## src/rtl/steer_en_sm_pkg.sv

```systemverilog
// Shared types for the steering-enable control FSM.
// Fixed 2-bit state encoding; 2'b11 is never entered by design.
package steer_en_sm_pkg;

    typedef enum logic [1:0] {
        IDLE     = 2'b00,
        WAIT     = 2'b01,
        STEER_EN = 2'b10
    } state_t;

    localparam logic [1:0] ST_UNUSED = 2'b11;

    function automatic logic is_steer(input state_t s);
        return s == STEER_EN;
    endfunction

endpackage

```

## src/rtl/steer_en_sm_if.sv

```systemverilog
// Rider-detection flags in, timer clear / steer enable / rider-off out.
// master drives the comparator flags; slave is the FSM.
interface steer_en_sm_if;

    logic tmr_full;
    logic sum_gt_min;
    logic sum_lt_min;
    logic diff_gt_1_4;
    logic diff_gt_15_16;
    logic clr_tmr;
    logic en_steer;
    logic rider_off;

    modport master (
        output tmr_full,
        output sum_gt_min,
        output sum_lt_min,
        output diff_gt_1_4,
        output diff_gt_15_16,
        input  clr_tmr,
        input  en_steer,
        input  rider_off
    );

    modport slave (
        input  tmr_full,
        input  sum_gt_min,
        input  sum_lt_min,
        input  diff_gt_1_4,
        input  diff_gt_15_16,
        output clr_tmr,
        output en_steer,
        output rider_off
    );

endinterface

```

## src/rtl/steer_en_sm.sv

```systemverilog
// Steering-enable FSM: arms on rider weight, waits for a balanced 1.3 s
// settle, then enables steering until the rider steps or falls off.
module steer_en_sm
    import steer_en_sm_pkg::*;
(
    input  logic         clk,
    input  logic         rst,
    steer_en_sm_if.slave bus
);

    state_t state;
    state_t state_d;
    logic   en_steer_q;
    logic   en_steer_d;
    logic   clr_tmr_d;
    logic   rider_off_d;

    always_comb begin
        state_d     = state;
        clr_tmr_d   = 1'b0;
        rider_off_d = 1'b0;
        case (state)
            IDLE: begin
                if (bus.sum_gt_min) begin
                    state_d   = WAIT;
                    clr_tmr_d = 1'b1;
                end
            end
            WAIT: begin
                if (bus.sum_lt_min) begin
                    state_d     = IDLE;
                    rider_off_d = 1'b1;
                end else if (bus.diff_gt_1_4) begin
                    clr_tmr_d = 1'b1;
                end else if (bus.tmr_full) begin
                    state_d = STEER_EN;
                end
            end
            STEER_EN: begin
                if (bus.sum_lt_min) begin
                    state_d     = IDLE;
                    rider_off_d = 1'b1;
                end else if (bus.diff_gt_15_16) begin
                    state_d   = WAIT;
                    clr_tmr_d = 1'b1;
                end
            end
            default: begin
                state_d = IDLE;
            end
        endcase
    end

    // Registered from next state so it tracks STEER_EN exactly.
    assign en_steer_d = is_steer(state_d);

    always_ff @(posedge clk or posedge rst) begin
        if (rst) begin
            state      <= IDLE;
            en_steer_q <= 1'b0;
        end else begin
            state      <= state_d;
            en_steer_q <= en_steer_d;
        end
    end

    assign bus.clr_tmr   = clr_tmr_d;
    assign bus.rider_off = rider_off_d;
    assign bus.en_steer  = en_steer_q;

endmodule

```

## src/flat_wrapper.sv

```systemverilog
// flat-port wrapper written by rule: the top's interface ports become plain ports
module steer_en_sm_flat import steer_en_sm_pkg::*;
  (clk, rst, bus_tmr_full, bus_sum_gt_min, bus_sum_lt_min, bus_diff_gt_1_4, bus_diff_gt_15_16, bus_clr_tmr, bus_en_steer, bus_rider_off);
  steer_en_sm_if bus_i ();
  input  logic clk;
  input  logic rst;
  input wire logic [$bits(bus_i.tmr_full)-1:0] bus_tmr_full;
  input wire logic [$bits(bus_i.sum_gt_min)-1:0] bus_sum_gt_min;
  input wire logic [$bits(bus_i.sum_lt_min)-1:0] bus_sum_lt_min;
  input wire logic [$bits(bus_i.diff_gt_1_4)-1:0] bus_diff_gt_1_4;
  input wire logic [$bits(bus_i.diff_gt_15_16)-1:0] bus_diff_gt_15_16;
  output wire logic [$bits(bus_i.clr_tmr)-1:0] bus_clr_tmr;
  output wire logic [$bits(bus_i.en_steer)-1:0] bus_en_steer;
  output wire logic [$bits(bus_i.rider_off)-1:0] bus_rider_off;
  assign bus_i.tmr_full = bus_tmr_full;
  assign bus_i.sum_gt_min = bus_sum_gt_min;
  assign bus_i.sum_lt_min = bus_sum_lt_min;
  assign bus_i.diff_gt_1_4 = bus_diff_gt_1_4;
  assign bus_i.diff_gt_15_16 = bus_diff_gt_15_16;
  assign bus_clr_tmr = bus_i.clr_tmr;
  assign bus_en_steer = bus_i.en_steer;
  assign bus_rider_off = bus_i.rider_off;
  steer_en_sm u_core (.clk(clk), .rst(rst), .bus(bus_i));
endmodule
```

## config.mk

```make
export PLATFORM = sky130hd
export DESIGN_NAME = steer_en_sm_flat
export DESIGN_NICKNAME = d
export VERILOG_FILES = /design/src/rtl/steer_en_sm_pkg.sv /design/src/rtl/steer_en_sm_if.sv /design/src/rtl/steer_en_sm.sv /design/src/flat_wrapper.sv
export SDC_FILE = /design/constraint.sdc
export NUM_CORES = 1
export LEC_CHECK = 0
export CORE_AREA = 2 2 39 41
export DETAILED_ROUTE_END_ITERATION = 8
export DIE_AREA = 0 0 41 43
export PLACE_DENSITY = 0.49
export SYNTH_ARGS = -nofsm -noshare
export SYNTH_HDL_FRONTEND = slang
export SYNTH_SLANG_ARGS = --single-unit
```

## constraint.sdc

```tcl
create_clock -name clk -period 2.55 [get_ports clk]
set_input_delay 0.51 -clock clk [delete_from_list [all_inputs] [get_ports clk]]
set_output_delay 0.51 -clock clk [all_outputs]
set_load 0.05 [all_outputs]
```

==> load_flow_metrics.sql, run 1 <==
INSERT INTO impl_metrics (metric_group, metric, value, unit) VALUES
('synthesis', 'synth_ff_type', 'sky130_fd_sc_hd__dfrtp_1', ''),
('layout', 'stdcell_count', '56', ''),
('timing', 'report.final.hold_viol_count', '0', ''),
('clocking', 'numClockSinks', '3', ''),
('global_routing', 'wire_length_of_the_first_global_routing_pass', '821', 'um'),
('drt', 'vias_per_cell', '4.04', ''),
('synthesis', 'synth_enable_flop_cells', '0', ''),
('timing', 'worst_hold_slack', '441', 'ps'),
('drt', 'firstDrtPassIters', '4', ''),
('synthesis', 'synthesis.area', '253', 'um^2'),
('floorplanning', 'die_height', '43', 'um'),
('layout', 'insertedDiodeCount', '0', ''),
('place', 'gp_congestion', '0.666', ''),
('power_and_ir_drop', 'part_of_the_power_in_the_clock_network', '0.235', ''),
('floorplanning', 'core_area', '1380', 'um^2'),
('synthesis', 'ys_seq_area_frac', '0.297', ''),
('synthesis', 'synth.net_count', '38', ''),
('floorplanning', 'floorplan.die_area', '1760', 'um^2'),
('synthesis', 'synth-async-reset-ratio', '1.00', ''),
('timing', 'min_setup_slack_post_route', '444', 'ps'),
('synthesis', 'synth_largest_type_area_fraction', '0.297', ''),
('drt', 'post-route-drc-count', '0', ''),
('drt', 'total_length_of_routed_wires', '564', 'um'),
('clocking', 'ctsHtreeMaxLevel', '1', ''),
('synthesis', 'synth_cells', '27', ''),
('timing', 'fmax', '0.475', 'GHz'),
('timing', 'grt_setup_unrepaired', 'false', ''),
('hold_path', 'hold_path.class', 'in -> async', ''),
('timing', 'setup_tns', '0', 'ps'),
('setup_path', 'startpoint', 'bus_diff_gt_15_16', ''),
('global_routing', 'grt_start_max_net_pins', '6', ''),
('timing', 'post-route-period-util', '0.826', ''),
('timing', 'finClkSkew', '0.538', 'ps'),
('clocking', 'ctsLongestPathBuffers', '2', ''),
('drt', 'ant_nets', '0', ''),
('synthesis', 'netlist_top_cells_count', '4 x sky130_fd_sc_hd__a21oi_1, 4 x sky130_fd_sc_hd__ha_1, 3 x sky130_fd_sc_hd__dfrtp_1, 3 x sky130_fd_sc_hd__inv_1, 2 x sky130_fd_sc_hd__nor2_1', ''),
('timing', 'worst-slew-pin-transition', '489', 'ps'),
('global_routing', 'grtUsageTotal', '0.0731', ''),
('clocking', 'post_cts_resized', '0', ''),
('floorplanning', 'floorplan.io_pins', '10', ''),
('power_and_ir_drop', 'powerDensity', '907', 'nW/um^2'),
('synthesis', 'synth_area_leaders', 'sky130_fd_sc_hd__dfrtp_1 30%, sky130_fd_sc_hd__ha_1 20%, sky130_fd_sc_hd__a21oi_1 7.9%, sky130_fd_sc_hd__a221oi_2 5.9%, sky130_fd_sc_hd__nand2b_4 5.4%', ''),
('place', 'post-place-ws', '446', 'ps'),
('timing', 'layout_min_cycle_time', '2110', 'ps'),
('floorplanning', 'chipWidth', '41', 'um'),
('clocking', 'cts-root-buf', 'sky130_fd_sc_hd__clkbuf_4', ''),
('layout', 'final_core_util', '0.296', ''),
('setup_path', 'critical_path_arrival', '1600', 'ps'),
('place', 'detailedPlacementHpwl', '447', 'um'),
('floorplanning', 'starting_density_of_the_core', '0.183', ''),
('clocking', 'insertion_delay', '240', 'ps'),
('layout', 'synthToLayoutAreaGrowth', '61.9', '%'),
('layout', 'post_route_cells_drive_above_1_share', '0.175', ''),
('setup_path', 'timing.critical_path.required', '2040', 'ps'),
('power_and_ir_drop', 'combPwrFrac', '0.565', ''),
('power_and_ir_drop', 'seq_power_share', '0.200', ''),
('setup_path', 'critical_path.max_fanout', '3', ''),
('clocking', 'cts_setup_buffers', '0', ''),
('global_routing', 'via_count_of_the_first_global_routing_pass', '234', ''),
('setup_path', 'crit_path_end_kind', 'output pin', ''),
('power_and_ir_drop', 'power.ir.vdd_worst', '0.313', 'mV'),
('layout', 'layout.nets', '52', ''),
('place', 'placed_cells_incl_taps', '52', ''),
('setup_path', 'timing_worst_setup_path_type', 'in -> out', ''),
('drt', 'drt_iter0_markers', '2', ''),
('global_routing', 'antenna_found_initial', '0', ''),
('clocking', 'holdBufCountCts', '0', ''),
('synthesis', 'synth.largest_area_cell', 'sky130_fd_sc_hd__dfrtp_1', ''),
('timing', 'finish_stage_setup_viols', '0', ''),
('power_and_ir_drop', 'swShare', '0.417', ''),
('outcome', 'status', 'finished clean', '');
sequential cells by signal, indices dropped and copies added (netlist names):
register,flops
u_core.bus.en_steer,1
u_core.state,2
placed cells by master (no fill, tap or decap), drive strengths merged:
master         Yosys  layout
clkbuf             0       4
ha                 4       4
a221oi             1       1
dfrtp              3       3
o21ai              1       1
clkdlybuf4s50      0       7
a21oi              4       4
or3b               1       1
and3               1       1
and2               1       1
or3                1       1
nor2b              1       1
a22oi              1       1
o21bai             1       1
nor2               2       2
inv                3       3
nand2b             2       2
buf                0       2
path summary, 6_finish.rpt:
path / endpoint / slack, ps / cells past startpoint
min reg2reg: u_core.state[1] / 660 / 2
min: u_core.state[0] / 440 / 2
max in group asynchronous: u_core.state[1] / 1980 / 2
max: bus_clr_tmr / 440 / 6
min in group clk: u_core.state[1] / 660 / 2
max reg2reg: u_core.bus.en_steer / 920 / 5
metal layers:
layer | global-route usage | part of all wire | vias up | wire length (um)
met5 | 0 | 0 | - | 0
met4 | 0.0800 | 0 | 0 | 0
met3 | 0.0209 | 0.060 | 0 | 34
met2 | 0.0969 | 0.50 | 6 | 284
met1 | 0.0831 | 0.43 | 101 | 245
li1 | - | - | 119 | -
per-stage QoR:
stage	instance area, um^2	power [W]
final	409	0.000371
after global routing	409	0.000392
after CTS	409	0.000375
after detailed placement	383	0.000283
after global placement	383	0.000285
after floorplan	253	0.000198
critical path, stage by stage:
cell and delay [ps]:
sky130_fd_sc_hd__clkdlybuf4s50_1 510, sky130_fd_sc_hd__a22oi_1 80, sky130_fd_sc_hd__nor2_1 100, sky130_fd_sc_hd__a21oi_1 50
sky130_fd_sc_hd__nor2_1 170, sky130_fd_sc_hd__buf_12 170
power by group through the flow:
stage | Combinational (W) | Sequential, W | Clock, W
3_5_place_dp | 0.000209 | 0.0000738 | 0
6_report | 0.000210 | 0.0000741 | 0.0000874
5_1_grt | 0.000223 | 0.0000752 | 0.0000936
3_3_place_gp | 0.000210 | 0.0000748 | 0
4_1_cts | 0.000211 | 0.0000739 | 0.0000906
2_1_floorplan | 0.000123 | 0.0000750 | 0
cell type report:
class,instances,area [um^2]
repair buffers,9,110
fillers,146,975
flip-flops and latches,3,75.1
inverters,3,11.3
clock buffers,4,26.3
multi-input cells,21,166
well taps,16,20.0
cell families after synthesis:
group                      Yosys count  synth area share
and+or+nand+nor                      9             0.243
AOI/OAI and AO/OA                    8             0.218
adders and majority gates            4             0.198
buffers and inverters                3            0.0446
DFF                                  3             0.297
Note: power is estimated with default switching activity, not from simulation.
==> run 2, diff against run 1 <==
clock period = 2.2 ns   (was 2.55 ns; I/O delays follow)
==> load_flow_metrics.sql, run 2 (synthesis results as in run 1) <==
INSERT INTO impl_metrics (metric_group, metric, value, unit) VALUES
('layout', 'layout_common_cells', '7 x sky130_fd_sc_hd__clkdlybuf4s50_1, 4 x sky130_fd_sc_hd__a21oi_1, 4 x sky130_fd_sc_hd__ha_1', ''),
('setup_path', 'timing_worst_setup_path_type', 'reg -> out', ''),
('floorplanning', 'starting_density_of_the_core', '0.183', ''),
('power_and_ir_drop', 'power.ir.vdd_worst', '0.384', 'mV'),
('power_and_ir_drop', 'powerDensity', '1040', 'nW/um^2'),
('drt', 'total_length_of_routed_wires', '580', 'um'),
('timing', 'report.final.hold_viol_count', '0', ''),
('timing', 'finClkSkew', '3.15', 'ps'),
('global_routing', 'grt-ovfl-total', '0', ''),
('setup_path', 'r2r-start', 'u_core.state[1]', ''),
('layout', 'post_route_cells_drive_above_1_share', '0.175', ''),
('drt', 'ant_nets', '0', ''),
('outcome', 'status', 'finished clean', ''),
('global_routing', 'antenna_found_initial', '0', ''),
('clocking', 'cts_setup_buffers', '0', ''),
('drt', 'drt_iter0_markers', '4', ''),
('place', 'placement.io_buffers', '9', ''),
('setup_path', 'reg2reg_to', 'u_core.bus.en_steer', ''),
('timing', 'post-route-period-util', '0.918', ''),
('drt', 'firstDrtPassIters', '3', ''),
('clocking', 'post_cts_resized', '0', ''),
('floorplanning', 'floorplan.die_area', '1760', 'um^2'),
('setup_path', 'timing.critical_path.required', '1760', 'ps'),
('clocking', 'ctsHtreeMaxLevel', '1', ''),
('drt', 'route.vias.total', '233', ''),
('clocking', 'cts_inserted_buffers', '3', ''),
('floorplanning', 'floorplan.io_pins', '10', ''),
('floorplanning', 'core_area', '1380', 'um^2'),
('drt', 'vias_per_cell', '4.16', ''),
('timing', 'worst-slew-pin-transition', '494', 'ps'),
('setup_path', 'crit_path_end_kind', 'output pin', ''),
('floorplanning', 'chipWidth', '41', 'um'),
('setup_path', 'reg2reg_slack', '580', 'ps'),
('timing', 'layout_min_cycle_time', '2020', 'ps'),
('drt', 'post-route-drc-count', '0', ''),
('timing', 'setup_tns', '0', 'ps'),
('timing', 'timing.slew.headroom', '0.670', ''),
('global_routing', 'grt_start_max_net_pins', '6', ''),
('hold_path', 'hold_path.class', 'in -> async', ''),
('layout', 'top_register_by_number_of_flip_flops', 'u_core.state', ''),
('floorplanning', 'rows', '14', ''),
('clocking', 'cts-root-buf', 'sky130_fd_sc_hd__clkbuf_4', ''),
('setup_path', 'timing.critical_path.from_type', 'register', ''),
('timing', 'timing_max_transition_violations_final', '0', ''),
('layout', 'insertedDiodeCount', '0', ''),
('clocking', 'clk_transition_reported_paths', '40', 'ps'),
('setup_path', 'critical_path_arrival', '1580', 'ps'),
('clocking', 'insertion_delay', '230', 'ps'),
('global_routing', 'wire_length_of_the_first_global_routing_pass', '841', 'um'),
('power_and_ir_drop', 'design_power_total', '0.000427', 'W'),
('place', 'gp_congestion', '0.679', ''),
('job', 'cap_violations', '0', ''),
('timing', 'finish_stage_setup_viols', '0', ''),
('drt', 'average_wire_length_per_cell_after_detail_routing', '10.4', 'um'),
('layout', 'synthToLayoutAreaGrowth', '61.9', '%'),
('clocking', 'holdBufCountCts', '0', ''),
('floorplanning', 'die_height', '43', 'um'),
('setup_path', 'critical_path.max_fanout', '4', ''),
('power_and_ir_drop', 'power_leakage', '0.184', 'nW'),
('clocking', 'tritoncts', 'done', ''),
('layout', 'layout.nets', '52', ''),
('layout', 'largest_register_ff_count', '2', ''),
('clocking', 'ctsLongestPathBuffers', '2', ''),
('setup_path', 'r2r.worst_path.cells', '5', ''),
('timing', 'fmax', '0.495', 'GHz'),
('global_routing', 'grtUsageTotal', '0.0769', ''),
('layout', 'mostFrequentLayoutCell', 'sky130_fd_sc_hd__clkdlybuf4s50_1', ''),
('timing', 'grt_setup_unrepaired', 'false', ''),
('global_routing', 'via_count_of_the_first_global_routing_pass', '245', ''),
('clocking', 'numClockSinks', '3', '');
==> run 2: metrics by stage <==
stage	area, um^2	hold slack [ps]	util	std cells	setup slack [ps]
finish	409	369	0.296	56	181
global route	409	383	0.296	56	52.5
CTS	409	361	0.296	56	163
detailed placement	383	616	0.277	52	243
global placement	383	615	0.277	52	237
floorplan	253	194	-	27	235
==> run 2: final cells by class <==
type / instances / area, um^2
clock buffer: 4 / 26.3
fill: 151 / 975
inverter: 3 / 11.3
multi-input combinational: 21 / 166
sequential: 3 / 75.1
tap: 16 / 20.0
timing repair buffer: 9 / 110
==> run 2: critical path, cell delays in order, from the launching register on <==
cell and delay [ps]:
sky130_fd_sc_hd__dfrtp_1 410, sky130_fd_sc_hd__inv_1 130, sky130_fd_sc_hd__ha_1 220, sky130_fd_sc_hd__a22oi_1 100, sky130_fd_sc_hd__nor2_1 100, sky130_fd_sc_hd__a21oi_1 50
sky130_fd_sc_hd__nor2_1 180, sky130_fd_sc_hd__buf_12 170
==> run 2: worst max path at each step <==
stage,start,to
final,u_core.state[1],bus_clr_tmr
after global routing,u_core.state[1],bus_clr_tmr
after CTS,u_core.state[1],bus_clr_tmr
after detailed placement,bus_diff_gt_1_4,bus_clr_tmr
after global placement,bus_diff_gt_1_4,bus_clr_tmr
after floorplan,u_core.state[1],bus_clr_tmr
==> run 2: power breakdown <==
| group | leakage, nW | total (W) | internal (W) | switching, W |
|---|---|---|---|---|
| clock network | 0.0150 | 0.0000958 | 0.0000679 | 0.0000279 |
| registers | 0.0397 | 0.0000876 | 0.0000689 | 0.0000187 |
| logic | 0.130 | 0.000244 | 0.000114 | 0.000130 |
==> run 2: metal layers <==
metal  track usage  wire length, um  part of all wire
met5             0                0                 0
met4         0.100                0                 0
met3        0.0157               30             0.052
met2         0.116              310              0.53
met1        0.0696              239              0.41
==> run 3, diff against run 2 <==
CTS_CLUSTER_DIAMETER = 60   (was default)
==> results of run 3 <==
Same layout as run 2: the final DEF is identical, and so are final timing and power.
